## src/rtl/mem_access_pkg.sv

```systemverilog
`default_nettype none
// ============================================================================
// Module      : mem_access_pkg
// Description : Shared bus widths, memory op codes, access sizes and FSM
//               state encoding for the MEM pipeline stage.
// Revision    : 1.0 - initial release
// ============================================================================
package mem_access_pkg;

    typedef logic [31:0] RegBus;
    typedef logic [4:0]  RegAddrBus;
    typedef logic [7:0]  AluOpBus;

    localparam RegBus ZeroWord  = 32'h0000_0000;
    localparam logic  RstEnable = 1'b1;

    // Memory op codes (shared with the decode stage)
    localparam AluOpBus c_op_lb  = 8'b1110_0000;
    localparam AluOpBus c_op_lh  = 8'b1110_0001;
    localparam AluOpBus c_op_lw  = 8'b1110_0011;
    localparam AluOpBus c_op_lbu = 8'b1110_0100;
    localparam AluOpBus c_op_lhu = 8'b1110_0101;
    localparam AluOpBus c_op_sb  = 8'b1110_1000;
    localparam AluOpBus c_op_sh  = 8'b1110_1001;
    localparam AluOpBus c_op_sw  = 8'b1110_1011;

    // Access size encoding used by the lane formatter
    localparam logic [1:0] c_size_byte = 2'd0;
    localparam logic [1:0] c_size_half = 2'd1;
    localparam logic [1:0] c_size_word = 2'd2;

    typedef enum logic [1:0] {
        IDLE = 2'd0,
        BUSY = 2'd1,
        DONE = 2'd2
    } mem_state_e;

endpackage
`default_nettype wire

```

## src/rtl/mem_lane_fmt.sv

```systemverilog
`default_nettype none
// ============================================================================
// Module      : mem_lane_fmt
// Description : Combinational byte-lane formatter. Decodes the memory op,
//               produces byte enables, replicated store data, the extended
//               load value and the misalignment flag (little-endian).
// Ports       : op          - ALU op code
//               addr_lo     - effective address bits [1:0]
//               store_data  - register value to store
//               load_data   - raw bus read data
//               is_mem      - op is a load or store
//               is_load     - op is a load
//               misaligned  - address not aligned to the access size
//               sel         - byte enables, bit n covers bits 8n+7:8n
//               store_wdata - store data replicated across all lanes
//               load_ext    - selected lane, sign/zero extended
// Revision    : 1.0 - initial release
// ============================================================================
module mem_lane_fmt
    import mem_access_pkg::*;
(
    input  AluOpBus    op,
    input  logic [1:0] addr_lo,
    input  RegBus      store_data,
    input  RegBus      load_data,
    output logic       is_mem,
    output logic       is_load,
    output logic       misaligned,
    output logic [3:0] sel,
    output RegBus      store_wdata,
    output RegBus      load_ext
);

    logic [1:0]  w_size;
    logic        w_signed;
    logic [15:0] w_lane;

    // Shift the addressed lane down to bit 0; a halfword only ever starts
    // at lane 0 or 2, so 16 bits are enough for every load size below word.
    assign w_lane = 16'(load_data >> {addr_lo, 3'b000});

    always_comb begin
        is_mem   = 1'b1;
        is_load  = 1'b0;
        w_signed = 1'b0;
        w_size   = c_size_word;
        case (op)
            c_op_lb:  begin is_load = 1'b1; w_signed = 1'b1; w_size = c_size_byte; end
            c_op_lbu: begin is_load = 1'b1;                  w_size = c_size_byte; end
            c_op_lh:  begin is_load = 1'b1; w_signed = 1'b1; w_size = c_size_half; end
            c_op_lhu: begin is_load = 1'b1;                  w_size = c_size_half; end
            c_op_lw:  begin is_load = 1'b1;                  w_size = c_size_word; end
            c_op_sb:  w_size = c_size_byte;
            c_op_sh:  w_size = c_size_half;
            c_op_sw:  w_size = c_size_word;
            default:  is_mem = 1'b0;
        endcase
    end

    always_comb begin
        sel         = 4'b0000;
        store_wdata = ZeroWord;
        load_ext    = ZeroWord;
        misaligned  = 1'b0;
        if (is_mem) begin
            case (w_size)
                c_size_byte: begin
                    sel         = 4'b0001 << addr_lo;
                    store_wdata = {4{store_data[7:0]}};
                    load_ext    = {{24{w_signed & w_lane[7]}}, w_lane[7:0]};
                end
                c_size_half: begin
                    sel         = addr_lo[1] ? 4'b1100 : 4'b0011;
                    store_wdata = {2{store_data[15:0]}};
                    load_ext    = {{16{w_signed & w_lane[15]}}, w_lane};
                    misaligned  = addr_lo[0];
                end
                default: begin
                    sel         = 4'b1111;
                    store_wdata = store_data;
                    load_ext    = load_data;
                    misaligned  = |addr_lo;
                end
            endcase
        end
    end

endmodule
`default_nettype wire

```

## src/rtl/mem_access.sv

```systemverilog
`default_nettype none
// ============================================================================
// Module      : mem_access
// Description : MEM pipeline stage. Passes ALU results through for
//               non-memory ops; performs loads/stores on a single-outstanding
//               req/ack bus, stalling upstream stages for the access.
// Ports       : clk, rst (sync, active-high)
//               flush_i, aluOp_i, wd_i, wreg_i, wdata_i, memAddr_i,
//               storeData_i                - from EX/MEM register
//               wd_o, wreg_o, wdata_o      - to MEM/WB register
//               stall_req_o                - freeze upstream pipeline
//               align_err_o                - misaligned access (comb)
//               bus_err_o                  - one-cycle timeout pulse
//               bus_req_o .. bus_wdata_o   - registered data-bus request
//               bus_rdata_i, bus_ack_i     - data-bus response
// Revision    : 1.0 - initial release
// ============================================================================
module mem_access
    import mem_access_pkg::*;
#(
    parameter int TIMEOUT = 16
) (
    input  logic       clk,
    input  logic       rst,
    input  logic       flush_i,
    input  AluOpBus    aluOp_i,
    input  RegAddrBus  wd_i,
    input  logic       wreg_i,
    input  RegBus      wdata_i,
    input  RegBus      memAddr_i,
    input  RegBus      storeData_i,
    output RegAddrBus  wd_o,
    output logic       wreg_o,
    output RegBus      wdata_o,
    output logic       stall_req_o,
    output logic       align_err_o,
    output logic       bus_err_o,
    output logic       bus_req_o,
    output logic       bus_we_o,
    output RegBus      bus_addr_o,
    output logic [3:0] bus_sel_o,
    output RegBus      bus_wdata_o,
    input  RegBus      bus_rdata_i,
    input  logic       bus_ack_i
);

    localparam int                CNT_W      = $clog2(TIMEOUT + 1);
    localparam logic [CNT_W-1:0]  c_cnt_last = CNT_W'(TIMEOUT - 1);

    mem_state_e       r_state;
    mem_state_e       w_next;
    logic             r_req;
    logic             r_we;
    RegBus            r_addr;
    logic [3:0]       r_sel;
    RegBus            r_wdata;
    RegBus            r_result;
    logic [CNT_W-1:0] r_cnt;
    logic             r_timed_out;
    logic             r_flushed;
    logic             r_bus_err;

    logic             w_is_mem;
    logic             w_is_load;
    logic             w_misaligned;
    logic [3:0]       w_sel;
    RegBus            w_store_wdata;
    RegBus            w_load_ext;
    logic             w_start;
    logic             w_cnt_expired;

    mem_lane_fmt u_lane_fmt (
        .op          (aluOp_i),
        .addr_lo     (memAddr_i[1:0]),
        .store_data  (storeData_i),
        .load_data   (bus_rdata_i),
        .is_mem      (w_is_mem),
        .is_load     (w_is_load),
        .misaligned  (w_misaligned),
        .sel         (w_sel),
        .store_wdata (w_store_wdata),
        .load_ext    (w_load_ext)
    );

    assign w_start       = (r_state == IDLE) && w_is_mem && !w_misaligned && !flush_i;
    assign w_cnt_expired = (r_cnt == c_cnt_last);

    // Next state and MEM/WB-facing outputs
    always_comb begin
        w_next      = r_state;
        wd_o        = wd_i;
        wreg_o      = 1'b0;
        wdata_o     = wdata_i;
        stall_req_o = 1'b0;
        align_err_o = w_is_mem && w_misaligned;
        if (rst == RstEnable) begin
            w_next      = IDLE;
            wd_o        = 5'd0;
            wdata_o     = ZeroWord;
            align_err_o = 1'b0;
        end else begin
            case (r_state)
                IDLE: begin
                    if (!w_is_mem) begin
                        wreg_o = wreg_i && !flush_i;
                    end else if (w_start) begin
                        stall_req_o = 1'b1;
                        w_next      = BUSY;
                    end
                end
                BUSY: begin
                    stall_req_o = 1'b1;
                    // ack and expiry in the same cycle: ack wins in the
                    // register process; both lead to DONE here.
                    if (bus_ack_i || w_cnt_expired) begin
                        w_next = DONE;
                    end
                end
                DONE: begin
                    w_next  = IDLE;
                    wdata_o = r_result;
                    if (w_is_load && !r_timed_out && !r_flushed && !flush_i) begin
                        wreg_o = wreg_i;
                    end
                end
                default: w_next = IDLE;
            endcase
        end
    end

    // State, bus request and result registers
    always_ff @(posedge clk) begin
        if (rst == RstEnable) begin
            r_state     <= IDLE;
            r_req       <= 1'b0;
            r_we        <= 1'b0;
            r_addr      <= ZeroWord;
            r_sel       <= 4'b0000;
            r_wdata     <= ZeroWord;
            r_result    <= ZeroWord;
            r_cnt       <= '0;
            r_timed_out <= 1'b0;
            r_flushed   <= 1'b0;
            r_bus_err   <= 1'b0;
        end else begin
            r_state   <= w_next;
            r_bus_err <= 1'b0;
            case (r_state)
                IDLE: begin
                    if (w_start) begin
                        r_req       <= 1'b1;
                        r_we        <= !w_is_load;
                        r_addr      <= {memAddr_i[31:2], 2'b00};
                        r_sel       <= w_sel;
                        r_wdata     <= w_store_wdata;
                        r_cnt       <= '0;
                        r_result    <= ZeroWord;
                        r_timed_out <= 1'b0;
                        r_flushed   <= 1'b0;
                    end
                end
                BUSY: begin
                    r_cnt <= r_cnt + 1'b1;
                    // A flush cannot cancel an in-flight bus cycle; remember
                    // it so the DONE result is dropped instead.
                    if (flush_i) begin
                        r_flushed <= 1'b1;
                    end
                    if (bus_ack_i) begin
                        r_req    <= 1'b0;
                        r_result <= w_is_load ? w_load_ext : ZeroWord;
                    end else if (w_cnt_expired) begin
                        r_req       <= 1'b0;
                        r_timed_out <= 1'b1;
                        r_bus_err   <= 1'b1;
                    end
                end
                default: ;
            endcase
        end
    end

    assign bus_req_o   = r_req;
    assign bus_we_o    = r_we;
    assign bus_addr_o  = r_addr;
    assign bus_sel_o   = r_sel;
    assign bus_wdata_o = r_wdata;
    assign bus_err_o   = r_bus_err;

endmodule
`default_nettype wire

```

## config.mk

```make
export PLATFORM = sky130hd
export DESIGN_NAME = mem_access
export DESIGN_NICKNAME = d
export VERILOG_FILES = /design/src/rtl/mem_access_pkg.sv /design/src/rtl/mem_lane_fmt.sv /design/src/rtl/mem_access.sv
export SDC_FILE = /design/constraint.sdc
export NUM_CORES = 1
export LEC_CHECK = 0
export CAP_MARGIN = 20
export CELL_PAD_IN_SITES_DETAIL_PLACEMENT = 1
export CELL_PAD_IN_SITES_GLOBAL_PLACEMENT = 2
export CORE_ASPECT_RATIO = 2
export CORE_MARGIN = 2
export CORE_UTILIZATION = 24
export CTS_BUF_LIST = sky130_fd_sc_hd__clkbuf_4
export DETAILED_ROUTE_END_ITERATION = 10
export MAX_ROUTING_LAYER = met4
export PLACE_DENSITY = 0.88
export SKIP_CTS_REPAIR_TIMING = 1
export SYNTH_ARGS = -nofsm -noshare
export SYNTH_HDL_FRONTEND = slang
export SYNTH_SLANG_ARGS = --single-unit
```

## constraint.sdc

```tcl
create_clock -name clk -period 7.4 [get_ports clk]
set_input_delay 2.22 -clock clk [delete_from_list [all_inputs] [get_ports clk]]
set_output_delay 2.22 -clock clk [all_outputs]
set_load 0.01 [all_outputs]
```

==> results of run 1 <==
-- metal layers --
| layer | wire length [µm] | up-vias | global-route usage [%] |
|---|---|---|---|
| met5 | 0 | - | - |
| met3 | 1030 | 40 | 4.428 |
| met4 | 1012 | 0 | 9.833 |
| met1 | 8466 | 2811 | 19.35 |
| met2 | 13000 | 167 | 36.97 |
| li1 | - | 2858 | - |
-- synth_stat cells (7+ instances only) --
| cell type | instances | area, µm² |
|---|---|---|
| a211oi_1 | 10 | 75.07 |
| nor2_1 | 38 | 142.6 |
| buf_2 | 7 | 35.03 |
| o2bb2ai_1 | 15 | 131.4 |
| o211ai_1 | 7 | 52.55 |
| mux2_2 | 10 | 112.6 |
| nand2_1 | 161 | 604.3 |
| or3_1 | 8 | 50.05 |
| dfxtp_1 | 110 | 2202 |
| nor2b_1 | 9 | 56.30 |
| or2_2 | 7 | 43.79 |
| a221o_1 | 16 | 160.2 |
| nor3_1 | 9 | 45.04 |
| clkbuf_1 | 47 | 176.4 |
| a21oi_1 | 108 | 540.5 |
| o21ai_0 | 22 | 110.1 |
| mux2i_1 | 48 | 480.5 |
-- worst min-delay path, stage by stage (launching register included) --
cell and delay [ns]:
dfxtp_1 0.34, nand2_1 0.05, a21oi_1 0.05
-- power by group --
group / internal, mW / switching, mW
Clock: 0.174 / 0.222
Sequential: 0.594 / 0.000579
Combinational: 0.114 / 0.0868
Total: 0.882 / 0.309
-- area by class of cell --
| cell class | count | area share [%] |
|---|---|---|
| Clock buffer | 10 | 0.8877 |
| Clock inverter | 6 | 1.302 |
| Sequential cell | 110 | 26.04 |
| Multi-Input combinational cell | 517 | 35.67 |
| Tap cell | 276 | 4.083 |
| Inverter | 3 | 0.1332 |
| Antenna cell | 5 | 0.1480 |
| Timing Repair Buffer | 273 | 31.74 |
-- stage by stage --
step	power, mW	std cells	hold slack [ns]	setup slack [ns]
3_3_place_gp	0.8063	1177	0.4416	0.4546
5_1_grt	1.249	1200	0.4917	0.2911
3_5_place_dp	0.8085	1177	0.4498	0.4567
6_report	1.191	1200	0.4666	0.4649
4_1_cts	1.214	1193	0.4708	0.4287
2_1_floorplan	0.6755	690	0.4292	1.261
-- worst paths after layout --
path,cells past startpoint,slack [ns],to,start
worst min-delay path,2,0.47,bus_addr_o[16]$_SDFFE_PP0P_,bus_addr_o[16]$_SDFFE_PP0P_
worst min register to register,2,0.47,bus_addr_o[16]$_SDFFE_PP0P_,bus_addr_o[16]$_SDFFE_PP0P_
worst max register to register,6,4.75,r_result[17]$_SDFFE_PP0P_,r_state[1]$_SDFFE_PP0P_
worst max-delay path,8,0.46,stall_req_o,aluOp_i[4]
-- flip-flops by register name, indices dropped and copies added, names as in the netlist --
register and count:
r_timed_out 1, r_state 2, bus_err_o 1, bus_we_o 1, r_cnt 5, r_flushed 1
bus_addr_o 30, bus_wdata_o 32, bus_sel_o 4, bus_req_o 1, r_result 32
-- kinds of logic (layout without fill, tap and decap cells) --
kind of cell,Yosys count,in the layout,share of synthesized area (%)
other,1,7,0.06896
buffers and inverters,63,292,4.786
and+or+nand+nor,260,260,20.89
DFF,110,110,40.50
muxes,58,58,10.91
adders and majority gates,2,2,0.4601
AOI/OAI and AO/OA,194,194,22.23
xor gates and xnor gates,1,1,0.1611
==> flow_summary.yaml, run 1 <==
cells_and_area:
  final_area_um2: 8457
  area_delta_synth_final_pct: 55.52
  fin_util_pct: 38.16
  final_cell_mix: "clkdlybuf4s50_1, nand2_1, dfxtp_1"
  fillers: 2666
  fin_nets: 1062
  final-seq-area_um2: 2202
  multi_input_area_um2: 3017
  mostFrequentLayoutCell: "clkdlybuf4s50_1"
  drive_above_1_share_pct: 6.529
global_routing:
  grt_pass1_vias: 6335
  grt_overflow: 0
  grt.total_usage_pct: 19.94
  grt_pass1_wl_um: 36180
  antenna_found_initial: 5
  grt_start_max_net_pins: 79
sta:
  finalHoldViolCount: 0
  fmax_ghz: 0.1442
  setup_tns_ns: 0
  tightest_slew_ns: 0.9977
  slew_viol_final: 0
  fin_skew_ns: 0.02660
  finalCritPeriodShare_pct: 93.72
  rsz0062_at_grt: "no"
  slew_headroom_pct: 33.49
  finalSetupViolations: 0
  min_period_ns: 6.935
power_and_ir_drop:
  p_leak_nw: 2.982
  vdd_ir_drop_max_mv: 0.1027
  power.density_nw_per_um2: 140.9
placed_design:
  place_area_um2: 8243
  gp_congestion: 0.8787
  place_hpwl_um: 17700
  numPortBuffers: 254
setup_path:
  cp.required_ns: 5.18
  cp_max_fo: 4
  worst-setup-path-type: "in -> out"
  crit_slowest_cell: "or4_1"
  crit_top_cell: "clkdlybuf4s50_1"
  crit_buf_inv: 3
  start_kind: "primary input"
  crit_path_cell_trace: "clkdlybuf4s50_1, nand4b_1, or4_1, a211oi_4, nor2_1, nor3_1, buf_4, clkdlybuf4s50_1"
  crit_path_max_incr_delay_ns: 0.63
  crit_arrival_ns: 4.72
  cp_top_family: "simple AND/OR/NAND/NOR gates"
  worstSetupEndpointType: "output pin"
route:
  drc_errors: 0
  drt_pass1_iterations: 4
  drtIter0Drc: 170
  vias: 5876
  ant_nets: 0
  wl_per_cell_um: 19.59
  wl_um: 23510
  via_per_inst: 4.897
synth:
  yosysSeqAreaShare_pct: 40.50
  synth_edf_count: 0
  synth-seq-cells: 110
  synth.avg_cell_area_um2: 7.892
  synthArstFlopShare_pct: 0
  netlist_instances: 689
  ys_types: 45
  ys.flop_type: "dfxtp_1"
  netlist_area_um2: 5438
  synth_warnings: 0
clock_network:
  cts.sinks: 110
  worstSkewPairLatency_ns: 0.53
  cts-htree-levels: 3
  cts_tree: "done"
  cts_made_buffers: 9
  clk_pin_slew_ns: 0.16
  clock-root-buffer: "clkbuf_4"
  clock_path_buffers: 2
die:
  die_w_um: 110.4
  num_rows: 77
  core_um2: 22160
  die_h_um: 216.9
  die_area_um2: 23950
  io_pins: 257
  start_util_pct: 24.54
worst_hold_path:
  hp-class: "reg -> reg"
job:
  maxCapViolCount: 0
status:
  status: "finished, final reports clean"
(Power assumes the default switching activity.)
==> run 2, diff against run 1 <==
--- a/config.mk
+++ b/config.mk
@@ -5,7 +5,6 @@
 export SDC_FILE = /design/constraint.sdc
 export NUM_CORES = 1
 export LEC_CHECK = 0
-export CAP_MARGIN = 20
 export CELL_PAD_IN_SITES_DETAIL_PLACEMENT = 1
 export CELL_PAD_IN_SITES_GLOBAL_PLACEMENT = 2
 export CORE_ASPECT_RATIO = 2
==> flow_summary.yaml, run 2 (synthesis results as in run 1) <==
sta:
  finalCritPeriodShare_pct: 93.81
  slew_headroom_pct: 21.24
  slew_viol_final: 0
  finalHoldViolCount: 0
  min_period_ns: 6.942
  tightest_slew_ns: 1.176
  fin_skew_ns: 0.02654
  rsz0062_at_grt: "no"
  fmax_ghz: 0.1440
  finalSetupViolations: 0
  setup_tns_ns: 0
route:
  via_per_inst: 4.896
  ant_nets: 0
  drt_pass1_iterations: 4
  vias: 5866
  drc_errors: 0
  wl_um: 23450
  drtIter0Drc: 203
  wl_per_cell_um: 19.57
setup_path:
  startpoint: "aluOp_i[4]"
  cp.required_ns: 5.18
  crit_arrival_ns: 4.72
  worstSetupEndpointType: "output pin"
  rr_startpoint: "r_state[1]$_SDFFE_PP0P_"
  crit_path_max_incr_delay_ns: 0.63
  worst-setup-path-type: "in -> out"
  rr_endpoint: "r_result[17]$_SDFFE_PP0P_"
  crit_top_cell: "clkdlybuf4s50_1"
  start_kind: "primary input"
  crit_slowest_cell: "or4_1"
  crit_path_cell_trace: "clkdlybuf4s50_1, nand4b_1, or4_1, a211oi_4, nor2_1, nor3_1, buf_4, clkdlybuf4s50_1"
  ff2ff_setup_slack_ns: 4.75
  cp_max_fo: 4
  r2r_cells: 6
clock_network:
  cts_tree: "done"
  worstSkewPairLatency_ns: 0.53
  cts_made_buffers: 9
  clock_path_buffers: 2
  clk_pin_slew_ns: 0.16
  cts.sinks: 110
  cts-htree-levels: 3
  clock-root-buffer: "clkbuf_4"
worst_hold_path:
  hold_start: "bus_addr_o[16]$_SDFFE_PP0P_"
  hp-class: "reg -> reg"
  holdPathEnd: "bus_addr_o[16]$_SDFFE_PP0P_"
  worstHoldPathCells: 2
job:
  maxCapViolCount: 0
power_and_ir_drop:
  p_leak_nw: 2.974
  power.density_nw_per_um2: 141.1
  vdd_ir_drop_max_mv: 0.1026
  power.total_mw: 1.191
global_routing:
  grt.total_usage_pct: 19.94
  grt_start_max_net_pins: 79
  grt_pass1_vias: 6335
  antenna_found_initial: 5
  grt_overflow: 0
  grt_pass1_wl_um: 36180
cells_and_area:
  mostFrequentLayoutCell: "clkdlybuf4s50_1"
  area_delta_synth_final_pct: 55.22
  final_cell_mix: "clkdlybuf4s50_1, nand2_1, dfxtp_1"
  fin_nets: 1060
  drive_above_1_share_pct: 6.325
die:
  die_area_um2: 23950
  core_um2: 22160
  num_rows: 77
  die_h_um: 216.9
  die_w_um: 110.4
  start_util_pct: 24.54
  io_pins: 257
placed_design:
  place_hpwl_um: 17700
  gp_congestion: 0.8787
  numPortBuffers: 254
status:
  status: "finished, final reports clean"
run 2: per-stage QoR:
stage | util, % | worst slack [ns] | area (µm²) | std cells | hold slack (ns)
global route | 38.09 | 0.2912 | 8441 | 1198 | 0.4917
detailed placement | 37.20 | 0.4567 | 8243 | 1177 | 0.4498
floorplan | - | 1.261 | 5441 | 690 | 0.4292
finish | 38.09 | 0.4578 | 8441 | 1198 | 0.4666
global placement | 37.20 | 0.4546 | 8243 | 1177 | 0.4416
CTS | 38.04 | 0.4287 | 8428 | 1193 | 0.4708
run 2: worst max path at each step:
stage             endpoint  depth (start not counted)
2_1_floorplan  stall_req_o                          6
3_3_place_gp   stall_req_o                          8
3_5_place_dp   stall_req_o                          8
4_1_cts        stall_req_o                          8
5_1_grt        stall_req_o                          8
6_report       stall_req_o                          8
run 2: report_power, final:
| group | total [mW] | leakage (nW) | switching [mW] | internal, mW |
|---|---|---|---|---|
| Sequential | 0.595 | 0.886 | 0.000576 | 0.594 |
| Clock | 0.396 | 0.0943 | 0.222 | 0.174 |
| Combinational | 0.201 | 1.99 | 0.0868 | 0.114 |
run 2: metal layers:
metal | up-vias | GRT usage [%] | wire length (µm)
li1 | 2855 | - | -
met1 | 2804 | 19.35 | 8393
met2 | 167 | 36.97 | 12990
met3 | 40 | 4.428 | 1050
met4 | 0 | 9.833 | 1012
met5 | - | - | 0
run 2: critical path: cells and delay by family:
kind | cells | cell delay [ns]
buf+inv | 3 | 1.10
compound gates | 1 | 0.26
simple gates | 4 | 1.13
run 2: layout make-up:
| cell class | instances | area, µm² |
|---|---|---|
| Multi-Input combinational cell | 517 | 3017 |
| Antenna cell | 5 | 12.51 |
| Timing Repair Buffer | 271 | 2668 |
| Sequential cell | 110 | 2202 |
| Tap cell | 276 | 345.3 |
| Clock inverter | 6 | 110.1 |
| Fill cell | 2665 | 13720 |
| Inverter | 3 | 11.26 |
| Clock buffer | 10 | 75.07 |
